$ cat src/rtl/pcm_mem_arbiter_pkg.sv
`default_nettype none
// ============================================================================
// Module      : pcm_arb_pkg
// Description : Shared state encodings, parameter defaults and helpers for the
//               PCM memory arbiter.
// Revision    : 1.0 - initial release
// ============================================================================
package pcm_arb_pkg;

  // Parameter defaults shared by the arbiter and its users
  localparam int N_CPU_DEF      = 4;
  localparam int CPU_ADDR_W_DEF = 20;
  localparam int ADDR_W_DEF     = 11;
  localparam int DATA_W_DEF     = 16;
  localparam int RD_LAT_DEF     = 1;
  localparam int ARB_MODE_DEF   = 0;

  // Transaction state machine encoding
  typedef logic [2:0] state_t;
  localparam logic [2:0] ST_IDLE  = 3'd0;
  localparam logic [2:0] ST_ISSUE = 3'd1;
  localparam logic [2:0] ST_WAIT  = 3'd2;
  localparam logic [2:0] ST_DONE  = 3'd3;
  localparam logic [2:0] ST_ERR   = 3'd4;

  // Byte-enable width for a given data width
  function automatic int be_width(input int data_w);
    return data_w / 8;
  endfunction

endpackage
`default_nettype wire

$ cat src/rtl/pcm_mem_arbiter_rr_arbiter.sv
`default_nettype none
// ============================================================================
// Module      : rr_arbiter
// Description : Combinational N-way arbiter. Round-robin search upward from a
//               pointer (mode_i=0) or fixed lowest-index priority (mode_i=1).
// Revision    : 1.0 - initial release
// ============================================================================
module rr_arbiter #(
  parameter int N     = 4,
  parameter int PTR_W = 2
) (
  input  logic [N-1:0]     req_i,
  input  logic [PTR_W-1:0] ptr_i,
  input  logic             mode_i,
  output logic [N-1:0]     gnt_o,
  output logic             valid_o
);

  // Scan candidates in priority order; the first active one wins
  always_comb begin
    int  idx;
    logic found;
    gnt_o = '0;
    found = 1'b0;
    idx   = 0;
    for (int k = 0; k < N; k++) begin
      if (mode_i) begin
        idx = k;
      end else begin
        idx = int'(ptr_i) + k;
        if (idx >= N) idx = idx - N;
      end
      if (req_i[idx] && !found) begin
        gnt_o[idx] = 1'b1;
        found      = 1'b1;
      end
    end
    valid_o = found;
  end

endmodule
`default_nettype wire

$ cat src/rtl/pcm_mem_arbiter.sv
`default_nettype none
// ============================================================================
// Module      : pcm_mem_arbiter
// Description : Shares the single PCM on-chip memory port among N_CPU masters
//               with round-robin or fixed-priority arbitration, registered
//               per-CPU read data, one-cycle ready pulses and address trapping.
// Revision    : 1.0 - initial release
// ============================================================================
module pcm_mem_arbiter
  import pcm_arb_pkg::*;
#(
  parameter int N_CPU      = N_CPU_DEF,
  parameter int CPU_ADDR_W = CPU_ADDR_W_DEF,
  parameter int ADDR_W     = ADDR_W_DEF,
  parameter int DATA_W     = DATA_W_DEF,
  parameter int RD_LAT     = RD_LAT_DEF,
  parameter int ARB_MODE   = ARB_MODE_DEF
) (
  input  logic                        clk,
  input  logic                        reset,
  input  logic [N_CPU-1:0]            cpu_ce_n,
  input  logic [N_CPU-1:0]            cpu_we_n,
  input  logic [N_CPU*CPU_ADDR_W-1:0] cpu_addr,
  input  logic [N_CPU*DATA_W-1:0]     cpu_wdata,
  output logic [N_CPU-1:0]            cpu_ready,
  output logic [N_CPU*DATA_W-1:0]     cpu_rdata,
  output logic [N_CPU-1:0]            cpu_err,
  input  logic                        err_clr,
  output logic [ADDR_W-1:0]           mem_address,
  output logic                        mem_chipselect,
  output logic                        mem_clken,
  output logic                        mem_write,
  output logic [DATA_W-1:0]           mem_writedata,
  output logic [DATA_W/8-1:0]         mem_byteenable,
  input  logic [DATA_W-1:0]           mem_readdata
);

  localparam int PTR_W = (N_CPU > 1) ? $clog2(N_CPU) : 1;
  localparam int BE_W  = be_width(DATA_W);

  state_t                    state_q, state_d;
  logic [PTR_W-1:0]          ptr_q, ptr_d;
  logic [PTR_W-1:0]          win_q, win_d;
  logic [ADDR_W-1:0]         addr_q, addr_d;
  logic [DATA_W-1:0]         wdata_q, wdata_d;
  logic                      we_q, we_d;
  logic [1:0]                cnt_q, cnt_d;
  logic [N_CPU*DATA_W-1:0]   rdata_q, rdata_d;
  logic [N_CPU-1:0]          err_q, err_d;

  logic [N_CPU-1:0]          arb_gnt;
  logic                      arb_valid;
  logic [PTR_W-1:0]          gnt_idx;
  logic [CPU_ADDR_W-1:0]     sel_addr;
  logic [DATA_W-1:0]         sel_wdata;
  logic                      sel_we_n;
  logic                      issue;

  rr_arbiter #(
    .N     (N_CPU),
    .PTR_W (PTR_W)
  ) u_arb (
    .req_i   (~cpu_ce_n),
    .ptr_i   (ptr_q),
    .mode_i  (ARB_MODE != 0),
    .gnt_o   (arb_gnt),
    .valid_o (arb_valid)
  );

  // Encode the one-hot grant into a CPU index
  always_comb begin
    gnt_idx = '0;
    for (int i = 0; i < N_CPU; i++) begin
      if (arb_gnt[i]) gnt_idx = PTR_W'(i);
    end
  end

  assign sel_addr  = cpu_addr[int'(gnt_idx)*CPU_ADDR_W +: CPU_ADDR_W];
  assign sel_wdata = cpu_wdata[int'(gnt_idx)*DATA_W +: DATA_W];
  assign sel_we_n  = cpu_we_n[gnt_idx];

  // Next-state logic for the transaction FSM and its datapath registers
  always_comb begin
    state_d = state_q;
    ptr_d   = ptr_q;
    win_d   = win_q;
    addr_d  = addr_q;
    wdata_d = wdata_q;
    we_d    = we_q;
    cnt_d   = cnt_q;
    rdata_d = rdata_q;
    // A new error set below overrides a coincident clear for that bit
    err_d   = err_clr ? '0 : err_q;
    case (state_q)
      ST_IDLE: begin
        if (arb_valid) begin
          win_d   = gnt_idx;
          addr_d  = sel_addr[ADDR_W-1:0];
          wdata_d = sel_wdata;
          we_d    = ~sel_we_n;
          ptr_d   = (gnt_idx == PTR_W'(N_CPU - 1)) ? '0 : gnt_idx + 1'b1;
          if (sel_addr[CPU_ADDR_W-1:ADDR_W] != '0) begin
            // Trap now so rdata/err are already visible with the ready pulse
            err_d[gnt_idx]                          = 1'b1;
            rdata_d[int'(gnt_idx)*DATA_W +: DATA_W] = '0;
            state_d                                 = ST_ERR;
          end else begin
            state_d = ST_ISSUE;
          end
        end
      end
      ST_ISSUE: begin
        if (we_q) begin
          state_d = ST_DONE;
        end else begin
          cnt_d   = 2'(RD_LAT - 1);
          state_d = ST_WAIT;
        end
      end
      ST_WAIT: begin
        if (cnt_q == 2'd0) begin
          rdata_d[int'(win_q)*DATA_W +: DATA_W] = mem_readdata;
          state_d                               = ST_DONE;
        end else begin
          cnt_d = cnt_q - 2'd1;
        end
      end
      ST_DONE: state_d = ST_IDLE;
      ST_ERR:  state_d = ST_IDLE;
      default: state_d = ST_IDLE;
    endcase
  end

  // State and datapath registers; reset drops any in-flight transaction
  always_ff @(posedge clk or posedge reset) begin
    if (reset) begin
      state_q <= ST_IDLE;
      ptr_q   <= '0;
      win_q   <= '0;
      addr_q  <= '0;
      wdata_q <= '0;
      we_q    <= 1'b0;
      cnt_q   <= '0;
      rdata_q <= '0;
      err_q   <= '0;
    end else begin
      state_q <= state_d;
      ptr_q   <= ptr_d;
      win_q   <= win_d;
      addr_q  <= addr_d;
      wdata_q <= wdata_d;
      we_q    <= we_d;
      cnt_q   <= cnt_d;
      rdata_q <= rdata_d;
      err_q   <= err_d;
    end
  end

  // Ready pulse to the current winner on completion or trap
  always_comb begin
    cpu_ready = '0;
    if (state_q == ST_DONE || state_q == ST_ERR) cpu_ready[win_q] = 1'b1;
  end

  // Memory strobes and buses are only active in the issue cycle
  assign issue          = (state_q == ST_ISSUE);
  assign mem_chipselect = issue;
  assign mem_write      = issue & we_q;
  assign mem_address    = issue ? addr_q : '0;
  assign mem_writedata  = issue ? wdata_q : '0;
  assign mem_byteenable = issue ? {BE_W{1'b1}} : '0;
  assign mem_clken      = 1'b1;

  assign cpu_rdata = rdata_q;
  assign cpu_err   = err_q;

endmodule
`default_nettype wire
$ cat config.mk
export PLATFORM = sky130hd
export DESIGN_NAME = pcm_mem_arbiter
export DESIGN_NICKNAME = d
export VERILOG_FILES = /design/src/rtl/pcm_mem_arbiter_pkg.sv /design/src/rtl/pcm_mem_arbiter_rr_arbiter.sv /design/src/rtl/pcm_mem_arbiter.sv
export SDC_FILE = /design/constraint.sdc
export NUM_CORES = 1
export LEC_CHECK = 0
export ABC_AREA = 1
export ABC_CLOCK_PERIOD_IN_PS = 7600
export CORE_MARGIN = 2
export CORE_UTILIZATION = 47
export DETAILED_ROUTE_END_ITERATION = 8
export PLACE_DENSITY_LB_ADDON = 0.1
export SYNTH_ARGS = -nofsm -noshare
export SYNTH_HDL_FRONTEND = slang
export SYNTH_SLANG_ARGS = --single-unit
$ cat constraint.sdc
create_clock -name clk -period 7.6 [get_ports clk]
set_clock_uncertainty 0.2 [all_clocks]
set_input_delay 1.14 -clock clk [delete_from_list [all_inputs] [get_ports clk]]
set_output_delay 1.14 -clock clk [all_outputs]
set_load 0.005 [all_outputs]
==> results_dict.tcl <==
set metrics [dict create \
    gr-total-overflow 0 \
    hold_viol 0 \
    clock-sinks 105 \
    drt_first_pass_iters 5 \
    synthCells 881 \
    die_y_um 120.8 \
    cts_tree "yes" \
    ys.warnings.count 0 \
    synth_nets 1071 \
    avgSynthCellArea_um2 7.281 \
    path_clk_slew_ps 70 \
    crit_path_start_kind "primary input" \
    gp_congestion 0.9073 \
    final_nets 1311 \
    io_pins 275 \
    final_cells 1303 \
    post_cts_buffers 0 \
    core_area_um2 13300 \
    clk_path_buf_depth 2 \
    tns_ps 0 \
    area_delta_synth_final_pct 46.95 \
    cts_buffers 9 \
    synthDistinctLibCells 37 \
    critical_path_required_ps 7640 \
    relSlewSlack_pct 44.91 \
    fin_crit_ps 4697 \
    dp_cells 1286 \
    finalSetupViolations 0 \
    cts_root_buf "clkbuf_16" \
    tightestPinTransition_ps 826.3 \
    yosys.area_share.simple_pct 36.94 \
    power_density_nw_per_um2 418.9 \
    worstSkewPairLatency_ps 350 \
    synthAdderAreaFrac_pct 3.706 \
    critical_path.cell_chain "clkdlybuf4s50_1 -> nand2_1 -> nand2_1 -> nand2_1 -> nand2_1 -> inv_2 -> nand3_1 -> nand3_2 -> nor2_8 -> nand2_2 -> inv_2 -> ha_1 -> nand2_1 -> nand2_1 -> nand3_4 -> nand2_1 -> nand2_1" \
    io_buffer_count 273 \
    layout_common_cells "clkdlybuf4s50_1 (273), nand2_1 (253), nor2_1 (139), dfrtp_1 (105), inv_1 (69)" \
    grt_pass1_vias 6777 \
    hp-class "flip-flop to flip-flop" \
    n_fill_cell 1122 \
    yosysSeqAreaShare_pct 40.96 \
    totalWireLength_um 22260 \
    synthMuxAreaShare_pct 0 \
    die_area_um2 14600 \
    cpPeakStageDelay_ps 530 \
    vias 6979 \
    status "finished clean" \
    vias_per_cell 5.356 \
    drc 0 \
    wl_per_cell_um 17.09 \
    cp.arrival_ps 4730 \
    cts-resized-gates 0 \
    post-route-util_pct 70.90 \
    drv_cap 0 \
    antenna_found_initial 0 \
    grt_pass1_wl_um 34690 \
    syn_area_um2 6415 \
    critPathSlowestCell "inv_2" \
    grt_use_total_pct 30.61 \
    leakage_uw 0.004429 \
    crit_fanout 31 \
    period_share_pct 61.80 \
    cp-end-kind "flip-flop" \
    grt_start_max_net_pins 70 \
    rsz0062_at_grt "no" \
    final_antenna_net_count 0 \
    drt_iter0_markers 711 \
    slew_viol_final 0 \
    synth_xor_area_share_pct 0 \
    start_util_pct 48.25 \
    htree_levels 3 \
    synth_top_family_by_area "simple AND/OR/NAND/NOR gates" \
    layout-drive-gt1-share_pct 4.529 \
    dp_hpwl_um 16660 \
    fmax_ghz 0.2129 \
    crit_top_cell "nand2_1" \
    critical_path_class "primary input to flip-flop" \
    ctsHoldBuffers 0 \
    ys_seq_elements 105 \
    num_rows 42 \
    vdd_drop_max_mv 0.3804 \
    p_total_uw 3949 \
    die_w_um 120.8 \
    layout_commonest_cell "clkdlybuf4s50_1" \
    synth_compound_area_share_pct 9.479 \
    whs_ps 270.9 \
]
[synth_stat cells]
master,count,share of area (%)
conb_1,1,0.058
nor2_4,4,0.70
nor2_1,139,8.1
a31oi_2,1,0.20
ha_1,19,3.7
buf_6,6,1.1
o21bai_2,1,0.18
buf_4,8,0.94
nand3_1,20,1.6
o22ai_1,6,0.59
nand2_1,254,15
nand2_4,1,0.18
nand4_1,68,6.6
dfrtp_1,105,41
nor4_1,15,1.5
nand3_2,3,0.47
o21ai_1,1,0.078
o21ai_2,1,0.14
clkbuf_1,15,0.88
o211ai_1,5,0.59
nor3_1,11,0.86
a22oi_1,15,1.8
o21ai_0,57,4.4
inv_1,70,4.1
o221ai_1,5,0.68
clkinv_1,4,0.23
inv_2,6,0.35
a21oi_1,6,0.47
nand3_4,4,1.1
a21oi_2,1,0.14
o21a_1,1,0.12
o31ai_1,1,0.12
buf_2,10,0.78
nor2_8,1,0.31
and3_1,1,0.098
nand2_2,6,0.59
buf_1,9,0.53
[registers in the layout, indices dropped and copies added, names as in the netlist]
register and cells:
wdata_q 16, win_q 2, we_q 1, cpu_rdata 64, cpu_err 4, cnt_q 2
ptr_q 2, state_q 3, addr_q 11
[report_power, final]
part	leakage [µW]	switching, µW	internal [µW]	total (µW)
sequential	0.00139	120	762	882
combinational	0.00290	1740	869	2600
clock	0.000141	227	236	462
[metrics by stage]
step | instance area (µm²) | setup WS (ps)
finish | 9427 | 2903
global placement | 9135 | 2773
floorplan | 6415 | 3499
detailed placement | 9135 | 2560
global route | 9424 | 2599
CTS | 9424 | 2937
[critical path: cells and delay by family]
family | cells | cell delay, ps
and+or+nand+nor | 13 | 2250
buffers and inverters | 3 | 1080
adders and majority gates | 1 | 240
[final timing paths]
kind / slack (ps) / endpoint / cells past startpoint / from
worst max-delay path: 2900 / cpu_rdata[9]$_DFFE_PP0P_ / 17 / cpu_ce_n[3]
worst min-delay path: 270 / cpu_rdata[20]$_DFFE_PP0P_ / 2 / cpu_rdata[20]$_DFFE_PP0P_
worst max register to register: 3250 / cpu_rdata[9]$_DFFE_PP0P_ / 17 / ptr_q[0]$_DFFE_PP0P_
worst min register to register: 270 / cpu_rdata[20]$_DFFE_PP0P_ / 2 / cpu_rdata[20]$_DFFE_PP0P_
max in group asynchronous: 5060 / cpu_rdata[62]$_DFFE_PP0P_ / 3 / reset
min in group asynchronous: 1030 / addr_q[10]$_DFFE_PP0P_ / 2 / reset
[kinds of logic (layout without fill, tap and decap cells)]
kind of cell               Yosys count  in the layout
buffers and inverters              128            373
and+or+nand+nor                    527            527
DFF                                105            105
adders and majority gates           19             19
other                                1              2
AOI/OAI and AO/OA                  101            101
[per-layer routing]
layer	wire, µm	vias up	GRT usage (%)
li1	-	3374	-
met1	8570	3225	37.12
met2	11310	320	52.70
met3	1384	60	4.811
met4	993	0	15.04
met5	0	-	0
[layout make-up]
class | count | area [µm²] | area share (%)
multi-input combinational | 648 | 3222 | 34.18
timing repair buffer | 277 | 2763 | 29.31
sequential | 105 | 2628 | 27.87
inverter | 80 | 302.8 | 3.212
clock buffer | 10 | 239.0 | 2.535
tap | 176 | 220.2 | 2.336
clock inverter | 6 | 50.05 | 0.5309
antenna | 1 | 2.502 | 0.02655
Note: power is estimated with default switching activity, not from simulation.
